[src/rtl/alu_writeback_buffer.sv]
// alu_writeback_buffer: show-ahead FIFO between ALU completion and the
// register-file write port; also holds the architectural Z flag.
//
// Ports:
//   clk, reset       clock, async active-low reset
//   in_*             ALU result push side (valid/ready)
//   wr_*             register-file write side (valid/ready, show-ahead)
//   z_flag_q         architectural Z flag, updated at push time
//   flush            synchronous discard of all entries
//   count            occupied entries, 0..DEPTH
//   overflow         sticky: push offered while full
module alu_writeback_buffer #(
    parameter int DATA_LEN = 16,
    parameter int DEST_LEN = 4,
    parameter int DEPTH    = 4,
    parameter int PTR_LEN  = 2
) (
    input  logic                clk,
    input  logic                reset,
    input  logic                in_valid,
    output logic                in_ready,
    input  logic [DATA_LEN-1:0] in_data,
    input  logic                in_z,
    input  logic                in_upd_z,
    input  logic [DEST_LEN-1:0] in_dest,
    output logic                wr_valid,
    input  logic                wr_ready,
    output logic [DATA_LEN-1:0] wr_data,
    output logic [DEST_LEN-1:0] wr_dest,
    output logic                z_flag_q,
    input  logic                flush,
    output logic [PTR_LEN:0]    count,
    output logic                overflow
);

    logic [DATA_LEN-1:0] data_mem_q [DEPTH];
    logic [DEST_LEN-1:0] dest_mem_q [DEPTH];

    logic [PTR_LEN-1:0] wr_ptr_q, wr_ptr_d;
    logic [PTR_LEN-1:0] rd_ptr_q, rd_ptr_d;
    logic [PTR_LEN:0]   count_q, count_d;
    logic               overflow_q, overflow_d;
    logic               z_flag_d;
    logic               push, pop;

    assign in_ready = (count_q != (PTR_LEN+1)'(DEPTH));
    assign wr_valid = (count_q != '0);
    assign count    = count_q;
    assign overflow = overflow_q;

    // Outputs read 0 while empty so reset drives them low without
    // having to clear the storage array.
    assign wr_data = wr_valid ? data_mem_q[rd_ptr_q] : '0;
    assign wr_dest = wr_valid ? dest_mem_q[rd_ptr_q] : '0;

    // Flush wins over both sides of the handshake.
    assign push = in_valid && in_ready && !flush;
    assign pop  = wr_valid && wr_ready && !flush;

    always_comb begin
        wr_ptr_d   = wr_ptr_q;
        rd_ptr_d   = rd_ptr_q;
        count_d    = count_q;
        z_flag_d   = z_flag_q;
        overflow_d = overflow_q;
        if (flush) begin
            wr_ptr_d = '0;
            rd_ptr_d = '0;
            count_d  = '0;
        end else begin
            if (push) begin
                wr_ptr_d = wr_ptr_q + PTR_LEN'(1);
            end
            if (pop) begin
                rd_ptr_d = rd_ptr_q + PTR_LEN'(1);
            end
            if (push && !pop) begin
                count_d = count_q + (PTR_LEN+1)'(1);
            end else if (pop && !push) begin
                count_d = count_q - (PTR_LEN+1)'(1);
            end
            if (push && in_upd_z) begin
                z_flag_d = in_z;
            end
            if (in_valid && !in_ready) begin
                overflow_d = 1'b1;
            end
        end
    end

    always_ff @(posedge clk or negedge reset) begin
        if (!reset) begin
            wr_ptr_q   <= '0;
            rd_ptr_q   <= '0;
            count_q    <= '0;
            z_flag_q   <= 1'b0;
            overflow_q <= 1'b0;
        end else begin
            wr_ptr_q   <= wr_ptr_d;
            rd_ptr_q   <= rd_ptr_d;
            count_q    <= count_d;
            z_flag_q   <= z_flag_d;
            overflow_q <= overflow_d;
        end
    end

    // Storage is not reset; only pointers and count define validity.
    always_ff @(posedge clk) begin
        if (push) begin
            data_mem_q[wr_ptr_q] <= in_data;
            dest_mem_q[wr_ptr_q] <= in_dest;
        end
    end

endmodule

[config.mk]
export PLATFORM = sky130hd
export DESIGN_NAME = alu_writeback_buffer
export DESIGN_NICKNAME = d
export VERILOG_FILES = /design/src/rtl/alu_writeback_buffer.sv
export SDC_FILE = /design/constraint.sdc
export NUM_CORES = 1
export LEC_CHECK = 0
export ABC_CLOCK_PERIOD_IN_PS = 2000
export CAP_MARGIN = 20
export CORE_ASPECT_RATIO = 1.5
export CORE_MARGIN = 5
export CORE_UTILIZATION = 50
export CTS_BUF_LIST = sky130_fd_sc_hd__clkbuf_2
export DETAILED_ROUTE_END_ITERATION = 12
export PLACE_DENSITY = 0.75
export SLEW_MARGIN = 0
export SYNTH_ARGS = -nofsm -noshare
export SYNTH_HDL_FRONTEND = slang
export SYNTH_SLANG_ARGS = --single-unit
[constraint.sdc]
create_clock -name clk -period 2 [get_ports clk]
set_input_delay 0.2 -clock clk [delete_from_list [all_inputs] [get_ports clk]]
set_output_delay 0.2 -clock clk [all_outputs]
set_load 0.01 [all_outputs]
== Word-level counts from Yosys, hierarchy flattened ==
Memory sizes are Yosys's and may differ from the RTL's.
Cells that the tools add are included.

* Flip-flop bits (word level): 9
* RAM bits: 80
* Input bits: 27
* Output and inout bits: 27
* Logic and storage cells: 42
* Memories kept: 2

{| class="wikitable"
|+ Memory list
! name !! words !! bits a word !! read ports !! clocked after memory_dff !! wr ports !! line !! text
|-
| data_mem_q || 4 || 16 || 1 || 0 || 1 || 36 || <nowiki>logic [DATA_LEN-1:0] data_mem_q [DEPTH];</nowiki>
|-
| dest_mem_q || 4 || 4 || 1 || 0 || 1 || 37 || <nowiki>logic [DEST_LEN-1:0] dest_mem_q [DEPTH];</nowiki>
|}

* $add $sub $neg: 4
* Equality and inequality tests: 1
* Multiplexer cells: 11
* Bitwise logic cells: 1
* Reductions and logical operators: 18

{| class="wikitable"
|+ Operators by type and width
! cell !! count
|-
| $mux W16 || 1
|-
| $mux W3 || 3
|-
| $logic_and A1 B1 Y1 || 8
|-
| $mux W2 || 4
|-
| $reduce_bool A3 Y1 || 2
|-
| $add A2 B1 Y2 const B || 2
|-
| $logic_not A1 Y1 || 4
|-
| $mux W4 || 1
|-
| $reduce_and A2 Y1 || 2
|-
| $reduce_bool A2 Y1 || 2
|-
| $add A3 B1 Y3 const B || 1
|-
| $ne A3 B3 Y1 const B || 1
|-
| $sub A3 B1 Y3 const B || 1
|-
| $mux W1 || 2
|-
| $not A1 Y1 || 1
|}

== Depth between registers and ports, before layout ==
Gate-level depths: netlist of the first run.

* Word-level depth: 8
* Depth in mapped cells: 8

== Least setup slack after synthesis of the first run ==
Ideal clock, no wire load.

* Path type: register -> register
* Start: register count_q[1] (netlist: count[1])
* End: register count_q[2] (netlist: count[2])
* Setup time: 0.139 ns
* Data arrival time: 1.999 ns
* Required time: 1.861 ns
* Slack: -0.138 ns
* Cell stages (with the launch flop): 9
* Buffers on the path: 1
* Path through: dfrtp_1 -> clkbuf_2 -> nor3b_2 -> inv_2 -> and3_1 -> fa_1 -> and3b_1 -> a311oi_1 -> a211oi_1

* Elaborated cells between the ends (all ways): 16
* Classes of those cells: add/sub (2); eq/ne (1); mux (3); reduce/logical (10)

{| class="wikitable"
|+ RTL lines
! element !! line !! text
|-
| start: declaration || 41 || <nowiki>logic [PTR_LEN:0] count_q, count_d;</nowiki>
|-
| start signal: assignment || 101 || <nowiki>count_q <= count_d;</nowiki>
|-
| $ne A3 B3 Y1 (*) || 46 || <nowiki>assign in_ready = (count_q != (PTR_LEN+1)'(DEPTH));</nowiki>
|-
| named net in_ready || 21 || <nowiki>output logic in_ready,</nowiki>
|-
| $logic_and A1 B1 Y1 (*) (2 in series) || 57 || <nowiki>assign push = in_valid && in_ready && !flush;</nowiki>
|-
| $logic_and A1 B1 Y1 or $logic_not A1 Y1 (tied branches) || 77, 79 ||
|-
| $mux W3 or $logic_and A1 B1 Y1 (tied branches) || 77, 79 ||
|-
| $mux W3 or $reduce_bool A3 Y1 (tied branches) || -- ||
|}

Mark *: on every way through the listed nets, which the timed path passes. The rest lies on a longest branch. The select of a mux whose other input is x is not followed.
A chain may end at the register's enable or synchronous reset.

== Worst setup path after layout of the first run ==
* Start: register rd_ptr_q[0]
* End: output wr_dest[0]

* Word-level cells in the longest chain between the ends: 2

{| class="wikitable"
|+ RTL lines
! element !! line !! text
|-
| start: declaration || 40 || <nowiki>logic [PTR_LEN-1:0] rd_ptr_q, rd_ptr_d;</nowiki>
|-
| start signal: assignment || 100 || <nowiki>rd_ptr_q <= rd_ptr_d;</nowiki>
|-
| $mem_v2 Z4 W4 || -- ||
|-
| $mux W4 || 54 || <nowiki>assign wr_dest = wr_valid ? dest_mem_q[rd_ptr_q] : '0;</nowiki>
|-
| end: declaration || 29 || <nowiki>output logic [DEST_LEN-1:0] wr_dest,</nowiki>
|}

No other way between the ends.

==> run summary, run 1 <==
The total power after layout came out at 0.00600 W. The sequential element share of the synthesized area came out at 0.722. The total global routing track utilization came out at 0.160. The worst reg2reg path startpoint is count[0]. For the worst setup path, the data arrival time is 1.97 ns. The worst setup path is launched from a flop. The top cell type's share of synthesized area is 0.660. The power per cell area is 1230 nW/um^2. Clock-pin slew was measured on the worst setup and hold paths at 0.22 ns.

The starting utilization of the core area came out at 0.507. Counting flops and latches in the post-synthesis netlist gives 89. The final hold violation count is 0.

The classification of the worst-slack hold path is primary input to flop. The overall die height came out at 115 um. The post-synthesis cell count is 194.

The period utilization is 1.09. The highest achievable clock rate is 460 MHz. The later-pin clock latency in the skew report came out at 0.53 ns. In the post-synthesis netlist, the cell with the most instances is sky130_fd_sc_hd__edfxtp_1.

For the worst flop-to-flop path, the logic depth is 8. The area growth from synthesis to layout came out at 34.2%. The synthesized design contains 80 enable-type register cells. The critical path goes through buf_6 > buf_12 > mux4_2 > and2b_1 > buf_2. The total wire length is 6750 um. The worst-case register-to-register setup slack is -0.01 ns. The global-route wire length before repair is 10500 um.

Across the VDD grid, the largest voltage drop is 805 uV. CTS placed an instance of sky130_fd_sc_hd__clkbuf_2 at the clock tree root. Of all cell types, the one taking the most synthesized area is sky130_fd_sc_hd__edfxtp_1. The floorplan step defined a die boundary enclosing 9120 um^2. The number of global-route vias before repair is 2084. The buffers plus inverters on the worst setup path came out at 3.

The leakage power summed over all cells is 1.80 nW. The count of distinct cell types in the synthesized netlist is 32. The launching element of the worst setup path is rd_ptr_q[0].

The synthesized cell area is 3640 um^2. The run finished, with violations left. Of all flip-flops after synthesis, the portion carrying an async set or reset was 0.101.

STA classifies the critical path endpoint as an output port. In this run the count of I/O pins placed on the die edge is 54. Setup slack on the critical path of the routed design comes to -0.174 ns. Across the whole layout, storage elements account for 2630 um^2. The class of the most critical setup path is flop to output port.

The worst hold path terminates at data_mem_q[3][6]. The relative slew slack is 0.710. The critical path required time is 1.80 ns. Summing all multi-input logic gate instances after layout gives 1030 um^2. The worst register-to-register path ends at count[2]. The largest individual stage delay along the critical path comes from the cell sky130_fd_sc_hd__mux4_2. The cell family contributing the most delay on the critical path is multiplexers.

The vias per cell is 5.17. Buffers inserted during clock tree synthesis total 9. The floorplan has 38 rows. For this run, the leading register cell type out of synthesis is sky130_fd_sc_hd__edfxtp_1.

The commonest cells after synthesis are sky130_fd_sc_hd__edfxtp_1 (80), sky130_fd_sc_hd__mux4_2 (20), sky130_fd_sc_hd__nor2b_1 (17). Yosys attributes the largest share of cell area to sky130_fd_sc_hd__edfxtp_1 (66%), sky130_fd_sc_hd__mux4_2 (12%), sky130_fd_sc_hd__dfrtp_1 (6.2%). The number of antenna violations at the first check in global routing is 0. For this run, the number of Yosys warnings is 0. The worst hold path begins at in_data[6]. The overall overflow remaining after global route is 0. The mean area per synthesized cell is 18.8 um^2.

The width of the die came out at 79.7 um. The number of fill cells is 483. The max-slew violation total from the final report came to 0. The max capacitance violation total is 0. The deepest level of the CTS H-tree is 3. The per-cell routed wire length is 17.3 um. The detailed-router iteration count before antenna repair came out at 4. The half-perimeter wire length after detailed placement came out at 4260 um. Setup repair after global routing could not meet its margin everywhere. The routed via count came out at 2012. Of the cells placed in the final design, the portion with a size suffix greater than 1 is 0.412. The number of nets in the synthesized netlist is 226. Port buffering added 53 buffers. The remaining number of nets flagged by the antenna check after routing came out at 0. The worst hold path stage count is 1. At the end of routability-driven placement, the weighted congestion stood at 0.788. Entering global routing, the biggest net connects 22 pins. The worst clock skew on the final layout came out at 0.0156 ns.

The number of violations reported at the end of detailed-routing iteration 0 came out at 163. The checks that failed: setup timing. The final core utilization is 0.681. The time the final worst path needs with I/O delays and setup is 2.17 ns. 0 antenna diodes ended up in the layout.

TritonCTS built the clock tree. The count of clock tree sinks came out at 89. The transition time at the pin with the least slew margin is 0.433 ns.

The area inside the core boundary came out at 7180 um^2. The post-route DRC violation count came out at 0. The maximum clock path buffer count is 2. The peak per-stage delay on the critical path is 0.49 ns. The worst-path maximum fanout came out at 8.

The number of nets in the final layout is 316. The setup-violating endpoint count in the final report came out at 21.
## power by group
| part | internal [W] | total [W] | switching [W] |
|---|---|---|---|
| combinational | 0.00154 | 0.00266 | 0.00112 |
| sequential | 0.00217 | 0.00225 | 0.0000735 |
| clock | 0.000537 | 0.00110 | 0.000560 |
| total | 0.00425 | 0.00600 | 0.00175 |
## metrics by stage
stage / std cells / TNS (ns) / hold slack (ns) / area (um^2) / setup WS [ns]
after CTS: 383 / -4.79 / 0.214 / 4690 / -0.290
after detailed placement: 355 / -0.0696 / 0.447 / 4480 / -0.0696
final: 389 / -2.53 / 0.271 / 4890 / -0.174
after global placement: 355 / 0 / 0.442 / 4480 / 0.0527
after floorplan: 194 / 0 / -0.0956 / 3670 / 0.00428
after global routing: 389 / -5.56 / 0.203 / 4890 / -0.318
## sequential cells by signal, summed over array words and instances (netlist names)
signal	cells
count	3
data_mem_q	64
dest_mem_q	16
overflow	1
rd_ptr_q	2
wr_ptr_q	2
z_flag_q	1
## worst max-delay path by stage
| stage | slack, ns | to | cells past startpoint |
|---|---|---|---|
| global route | -0.32 | wr_data[9] | 5 |
| global placement | 0.05 | count[2] | 7 |
| CTS | -0.29 | wr_dest[0] | 5 |
| finish | -0.17 | wr_dest[0] | 5 |
| floorplan | 0.004 | count[2] | 8 |
| detailed placement | -0.07 | count[2] | 7 |
## cell families (layout without fill, tap and decap cells)
| family | count (synthesis) | after routing | share of synthesized area |
|---|---|---|---|
| compound gates | 14 | 14 | 0.0285 |
| xor+xnor | 2 | 2 | 0.00481 |
| fa+ha+maj | 5 | 5 | 0.0192 |
| buf+inv | 19 | 114 | 0.0234 |
| flops | 89 | 89 | 0.722 |
| mux | 24 | 24 | 0.136 |
| simple gates | 41 | 41 | 0.0667 |
## timing repair
action,4_1_cts,5_1_grt
pin swaps,3,2
buffers inserted,11,5
endpoints found under the setup margin,25,25
resized for setup,103,35
hold buffers,1,0
endpoints found under the hold margin,9,0
gates cloned,1,2
## cell usage in the layout (no fill, tap or decap), drive strengths merged
| cell type | instances |
|---|---|
| o311ai | 1 |
| clkdlybuf4s50 | 29 |
| xor2 | 2 |
| fa | 1 |
| dlygate4sd3 | 1 |
| clkdlybuf4s15 | 1 |
| dfrtp | 9 |
| a21o | 2 |
| inv | 8 |
| and3 | 5 |
| o21ai | 3 |
| o21a | 1 |
| o31ai | 1 |
| nor3 | 1 |
| ha | 4 |
| and2b | 4 |
| clkinv | 2 |
| a211oi | 1 |
| a31o | 1 |
| a311oi | 1 |
| a221oi | 1 |
| clkbuf | 12 |
| mux2 | 3 |
| nor2b | 17 |
| buf | 56 |
| and3b | 1 |
| nor2 | 9 |
| mux2i | 1 |
| bufinv | 3 |
| dlygate4sd2 | 1 |
| nand3 | 3 |
| edfxtp | 80 |
| nor3b | 1 |
| mux4 | 20 |
| a21oi | 2 |
| clkinvlp | 1 |
## metal layers
metal / vias to the layer above / track usage / part of all wire
li1: 940 / - / -
met1: 1008 / 0.175 / 0.36
met2: 53 / 0.281 / 0.57
met3: 11 / 0.0441 / 0.051
met4: 0 / 0.0803 / 0.021
met5: - / 0 / 0
## layout make-up
class	count	area share
Tap cell	100	0.0256
Sequential cell	89	0.539
Clock buffer	10	0.0102
Clock inverter	6	0.0218
Timing Repair Buffer	90	0.186
Inverter	8	0.00666
Multi-Input combinational cell	86	0.211
Note: power is estimated with default switching activity, not from simulation.
==> run 2, diff against run 1 <==
MAX_ROUTING_LAYER = met4   (was not set)
==> run 2 against run 1 <==
Non-clock buffer count unchanged. Critical path depth unchanged. The run still ends with setup timing left. Flip-flop and latch count unchanged. Setup slack better by 0.0053 ns. Via count unchanged. Wire length up 0.21%. Sequential power about the same. Utilization unchanged. Critical endpoint unchanged. Worst hold slack better by 0.0091 ns. Fmax up 0.24%.
==> run summary, run 2 (synthesis results as in run 1) <==
The run finished, with violations left. The final reports fail on setup timing. The endpoint class of the critical path is an output port.

TritonCTS built the clock tree. The global-route wire length before repair is 10500 um. The top cell types in the final layout, fill and taps aside, are sky130_fd_sc_hd__edfxtp_1 (80), sky130_fd_sc_hd__clkdlybuf4s50_1 (29), sky130_fd_sc_hd__buf_4 (22). The overall overflow remaining after global route is 0. The critical path required time is 1.80 ns. The vias per cell is 5.17. The final core utilization is 0.681. The initial utilization of the core area, before any placement, comes to 0.507. The setup-violating endpoint count in the final report is 21. The area growth from synthesis to layout came out at 34.2%. The transition time at the pin with the least slew margin is 0.434 ns. The width of the die is 79.7 um. Of all nets on the critical path, the largest fanout is 8. The final hold violation count is 0. The worst clock skew on the final layout is 0.0135 ns. The worst hold slack across all endpoints is 0.280 ns. With fillers left out, the area of the finished cells amounts to 4890 um^2.

The peak per-stage delay on the critical path is 0.49 ns. The number of buffers created by CTS is 9. The cell family contributing the most delay on the critical path is multiplexers. The met1 track demand over resource in global routing is 0.178. The worst setup path is launched from a flop. The number of antenna violations at the first check in global routing is 0. The critical path is of the flop to output port type. The weighted congestion at the end of routability-driven global placement is 0.799. The global routing met3 resource utilization is 0.0394. The number of violations reported at the end of detailed-routing iteration 0 is 172. The total wire length came out at 6760 um. Summing all placed instances gives a cell area of 4480 um^2. More flip-flops sit in one register than any other, and that register is data_mem_q. After floorplanning, the core was divided into 38 placement rows. The worst slack after detailed placement came out at -0.0696 ns.

At the later pin of the worst-skew pair, clock insertion delay measures 0.52 ns. The min-delay analysis places its worst path in the category primary input to flop. The overall die height is 115 um. Setup repair after global routing could not meet its margin everywhere. The signal arrival time at the worst endpoint came out at 1.97 ns. The worst hold path stage count is 1.

met2 is the most crowded layer. The buffers plus inverters on the worst setup path is 3. Once routing completed, OpenROAD measured the worst setup slack at -0.169 ns. The antenna cell count came out at 0. Detailed placement finished with a half-perimeter wire length of 4260 um.

The maximum ir drop on the vdd rail came out at 808 uV. In this run the power density over the cells is 1230 nW/um^2. The worst reg2reg path depth is 8. The pin count of the biggest net entering global routing came out at 22. The library cell used most frequently in the layout, excluding fill and tap cells, is sky130_fd_sc_hd__edfxtp_1. Across the run, the number of max-cap violations was 0. The met2 routing resource usage after global routing is 0.280. The remaining number of nets flagged by the antenna check after routing is 0.

The post-route DRC violation count is 0. The period utilization came out at 1.08. The analysis attributes to cell leakage a power of 1.80 nW. The area enclosed by the die boundary is 9120 um^2. The total global routing track utilization is 0.164. Summing over every cut layer, the via total after detailed routing is 2012.

The longest clock path from root to sink contains 2 buffers. Pin placement for this block handled 54 I/O pins. The per-cell routed wire length is 17.4 um. The register with the most flip-flops in the layout has 64 of them. The critical path runs through a total of 5 cells.

The first detailed-routing pass took 4 iterations. The clock transition at the registers of the reported paths came out at 0.21 ns. Of the cells placed in the final design, the portion with a size suffix greater than 1 is 0.412. The clock drives 89 sinks. The slowest stage of the critical path belongs to the cell sky130_fd_sc_hd__mux4_2. During placement, the flow inserted port buffers numbering 53. Static timing analysis puts the maximum clock frequency at 461 MHz. The area inside the core boundary is 7180 um^2. The CTS root buffer is sky130_fd_sc_hd__clkbuf_2. The max-slew violation total from the final report came out at 0.

The number of nets in the final layout came out at 316. The time the final worst path needs with I/O delays and setup is 2.17 ns. The relative slew slack is 0.710. The critical path goes through buf_6 > buf_12 > mux4_2 > and2b_1 > buf_2. The number of global-route vias before repair came out at 2078. The deepest level of the CTS H-tree is 3.
## run 2: cell counts in the layout (fill, tap and decap cells not counted)
Identical to the previous run, type by type.
## run 2: final cells by class
class / count / area [um^2]
sequential: 89 / 2630
fill: 483 / 2290
multi-input combinational: 86 / 1030
timing repair buffer: 90 / 907
tap: 100 / 125
clock inverter: 6 / 106
clock buffer: 10 / 50.0
inverter: 8 / 32.5
## run 2: stage by stage
stage                     setup TNS, ns  cells  power [W]
after floorplan                       0    194    0.00339
after global placement                0    355    0.00435
after detailed placement        -0.0696    355    0.00438
after CTS                         -4.79    383    0.00552
after global routing              -5.56    389    0.00633
final                             -2.42    389    0.00600
## run 2: layer usage
| layer | share of wire | vias up |
|---|---|---|
| li1 | - | 939 |
| met1 | 0.36 | 1008 |
| met2 | 0.57 | 54 |
| met3 | 0.046 | 11 |
| met4 | 0.020 | 0 |
| met5 | 0 | - |
## run 2: worst paths after layout
check                      slack, ns                to   startpoint
hold / removal                  0.28  data_mem_q[3][6]   in_data[6]
setup / recovery               -0.17        wr_dest[0]  rd_ptr_q[0]
max in group asynchronous       1.18          count[0]        reset
hold reg to reg                 0.48          overflow     overflow
setup reg to reg                   0          count[2]     count[0]
min in group asynchronous       0.50          count[2]        reset
## run 2: worst register-to-register path: stages (launching register included)
cell	delay [ns]
sky130_fd_sc_hd__dfrtp_2	0.47
sky130_fd_sc_hd__buf_6	0.14
sky130_fd_sc_hd__nor3b_4	0.21
sky130_fd_sc_hd__inv_2	0.06
sky130_fd_sc_hd__and3_4	0.15
sky130_fd_sc_hd__fa_2	0.35
sky130_fd_sc_hd__and3b_1	0.21
sky130_fd_sc_hd__a21o_1	0.17
sky130_fd_sc_hd__a211oi_2	0.19
## run 2: what timing repair did
item,CTS,global route
gates cloned,1,2
hold endpoints to repair,9,0
gates resized for setup,103,35
setup endpoints to repair,25,25
pin swaps,3,2
setup buffers,11,5
hold buffers,1,0
## run 2: where the power goes
part           leakage [nW]  switching, W  internal [W]
Clock                0.0896      0.000557      0.000537
Combinational         0.872       0.00112       0.00154
Sequential            0.836     0.0000736       0.00217
Total                  1.80       0.00175       0.00425
==> run 3, diff against run 2 <==
GPL_TIMING_DRIVEN = 0   (was not set)
==> run 3 against run 2 <==
The flow still finishes with violations (setup timing). Critical path depth unchanged. Flip-flop and latch count did not move. Worst hold slack got worse by 0.20 ns. Wire length is 1.3% lower. Critical path type unchanged. Largest cell class unchanged. Largest power group unchanged. Highest routed layer unchanged.
==> run summary, run 3 (synthesis results as in run 1) <==
54 I/O pins were placed. Across every metal layer, demand over resource in global routing totals 0.166. The routed via count is 1982. TritonCTS built the clock tree. The starting utilization of the core area is 0.507. The repair_antennas step left the layout with diodes totalling 0. In the layout the commonest cells are sky130_fd_sc_hd__edfxtp_1 (80), sky130_fd_sc_hd__clkdlybuf4s50_1 (28), sky130_fd_sc_hd__mux4_2 (20). The switching power came out at 0.00173 W.

In this run the worst hold path is classified as primary input to flop. The overall die height came out at 115 um. Once placement finished, the instance area stood at 4300 um^2. The worst-path maximum fanout is 6. Once layout is complete, the cells apart from fillers number 387. The area enclosed by the die boundary came out at 9120 um^2.

The max capacitance violation total is 0. The setup-violating endpoint count in the final report is 22. Of the total power, the share spent switching nets is 0.306.

The post-route setup TNS is -3.19 ns. The total wire length is 6670 um. The period utilization came out at 1.11. The clock transition at the registers of the reported paths is 0.21 ns. The register with the most flip-flops in the layout has 64 of them. The width of the die is 79.7 um. The transition time at the pin with the least slew margin came out at 0.540 ns.

The most used routing layer in global routing is met2. The share of total power dissipated in combinational logic is 0.449. The finished cells cover 4720 um^2.

The cell sitting at the root of the clock tree is a sky130_fd_sc_hd__clkbuf_2. For this run, global-route usage on met1 was measured as 0.172. The met2 routing resource usage after global routing is 0.297.

The number of rows in the core area is 38. The clock power share is 0.150. The number of buffers created by CTS came out at 9. The signal arrival time at the worst endpoint came out at 2.01 ns. For this block, the initial DRC count from the detailed router was 144.

The share of total power dissipated in sequential elements is 0.401. After detailed routing, the number of vias per cell comes to 5.12. The class of the most critical setup path is flop to output port. In the routed design, unresolved DRC markers number 0. The weighted congestion at the end of routability-driven global placement came out at 0.772. For the finished layout, the period the worst path requires is 2.21 ns. The number of placed instances with taps included is 344. The critical path required time came out at 1.80 ns. The area inside the core boundary came out at 7180 um^2.

The worst clock skew on the final layout is 0.0250 ns. The number of fill cells is 496. The half-perimeter wire length after detailed placement is 4130 um. The detailed-router iteration count before antenna repair came out at 4. The deepest level of the CTS H-tree came out at 3. The final hold violation count came to 0.

The hold path startpoint is wr_ready. Setup repair after global routing could not meet its margin everywhere. The register cell area after layout is 2630 um^2. The clock reaches the later pin of the worst-skew pair after 0.51 ns. The fraction of layout cells with a size suffix above 1 is 0.411. For met3 alone, demand over resource in global routing was 0.0449. STA classifies the critical path endpoint as an output port.

The count of buffers from port buffering is 50. The power per cell area came out at 1200 nW/um^2. The critical path starts at rd_ptr_q[0]. The number of antenna violations at the first check in global routing came out at 0. The area growth from synthesis to layout came out at 29.8%.

The multi-input combinational cells in the finished layout cover a total of 1030 um^2. The number of global-route vias before repair is 2124. For this run the aggregate overflow at the end of global routing stands at 0. The global-route wire length before repair is 10500 um. After detailed routing, the average wire length per cell comes to 17.2 um. The highest achievable clock rate came out at 452 MHz. The maximum ir drop on the vdd rail is 632 uV. No sink is reached through more buffers than the 2 on the longest clock path. The final reports fail on setup timing. The largest register by flop count is data_mem_q. The most frequent standard cell in the layout excluding fill and tap cells is sky130_fd_sc_hd__edfxtp_1.

The tree built by TritonCTS fans out to 89 sinks. The max-slew violation total from the final report is 0. The startpoint identified for the worst register-to-register timing path is count[0]. The pin count of the biggest net entering global routing is 21. The number of nets in the final layout came out at 314. The worst setup path is launched from a flop.

The remaining number of nets flagged by the antenna check after routing is 0. The relative slew slack came out at 0.640. The setup slack after layout is -0.214 ns.

The analysis attributes to cell leakage a power of 1.71 nW. The flow ran to the end, but the final reports show violations. The internal cell power came out at 0.00392 W.
run 3: cell types whose count changed in the layout (fill, tap and decap cells not counted), sizes merged, moves of 2 or more:
cell         before  now
bufinv            3    1
clkinv            2    4
clkbuf           12   14
dlygate4sd3       1    3
buf              56   50
run 3: area by class of cell:
cell class / instances / area share
well taps: 100 / 0.0265
multi-input cells: 86 / 0.218
clock inverters: 6 / 0.0124
repair inverters: 1 / 0.00106
plain buffers: 9 / 0.0177
inverters: 8 / 0.00636
clock buffers: 10 / 0.0106
repair buffers: 78 / 0.150
flip-flops and latches: 89 / 0.557
run 3: per-layer routing:
metal | vias to the layer above | wire length, um
met4 | 0 | 91
li1 | 925 | -
met1 | 1000 | 2520
met5 | - | 0
met3 | 9 | 283
met2 | 48 | 3770
run 3: final timing paths:
| check | endpoint | slack [ns] | cells past startpoint |
|---|---|---|---|
| min | count[2] | 0.08 | 3 |
| min reg2reg | overflow | 0.49 | 1 |
| max in group asynchronous | rd_ptr_q[0] | 1.14 | 2 |
| max | wr_dest[0] | -0.21 | 5 |
| min in group asynchronous | count[1] | 0.51 | 2 |
| max reg2reg | count[2] | -0.10 | 9 |
run 3: power by group through the flow:
| stage | sequential [W] | clock, W | combinational (W) |
|---|---|---|---|
| 2_1_floorplan | 0.00229 | 0 | 0.00110 |
| 3_3_place_gp | 0.00228 | 0 | 0.00195 |
| 3_5_place_dp | 0.00229 | 0 | 0.00196 |
| 4_1_cts | 0.00225 | 0.000870 | 0.00247 |
| 5_1_grt | 0.00228 | 0.000957 | 0.00272 |
| 6_report | 0.00226 | 0.000848 | 0.00254 |
run 3: through the flow:
step / worst slack [ns] / power [W] / util / hold slack (ns)
after floorplan: 0.00428 / 0.00339 / - / -0.0956
after global placement: -0.328 / 0.00423 / 0.598 / 0.441
after detailed placement: -0.321 / 0.00425 / 0.598 / 0.459
after CTS: -0.301 / 0.00560 / 0.655 / 0.00600
after global routing: -0.343 / 0.00596 / 0.658 / 0.0276
final: -0.214 / 0.00565 / 0.658 / 0.0815
run 3: critical path, stage by stage, from the launching register on:
cell	delay, ns
sky130_fd_sc_hd__dfrtp_2	0.49
sky130_fd_sc_hd__buf_12	0.14
sky130_fd_sc_hd__buf_6	0.10
sky130_fd_sc_hd__mux4_2	0.48
sky130_fd_sc_hd__and2b_1	0.18
sky130_fd_sc_hd__buf_2	0.14
run 3: timing repair:
action | 4_1_cts | 5_1_grt
pin swaps | 3 | 2
cloned | 2 | 0
buffers inserted | 19 | 6
gates resized for setup | 131 | 14
setup endpoints to repair | 104 | 24
endpoints found under the hold margin | 12 | 0
hold buffers | 3 | 0
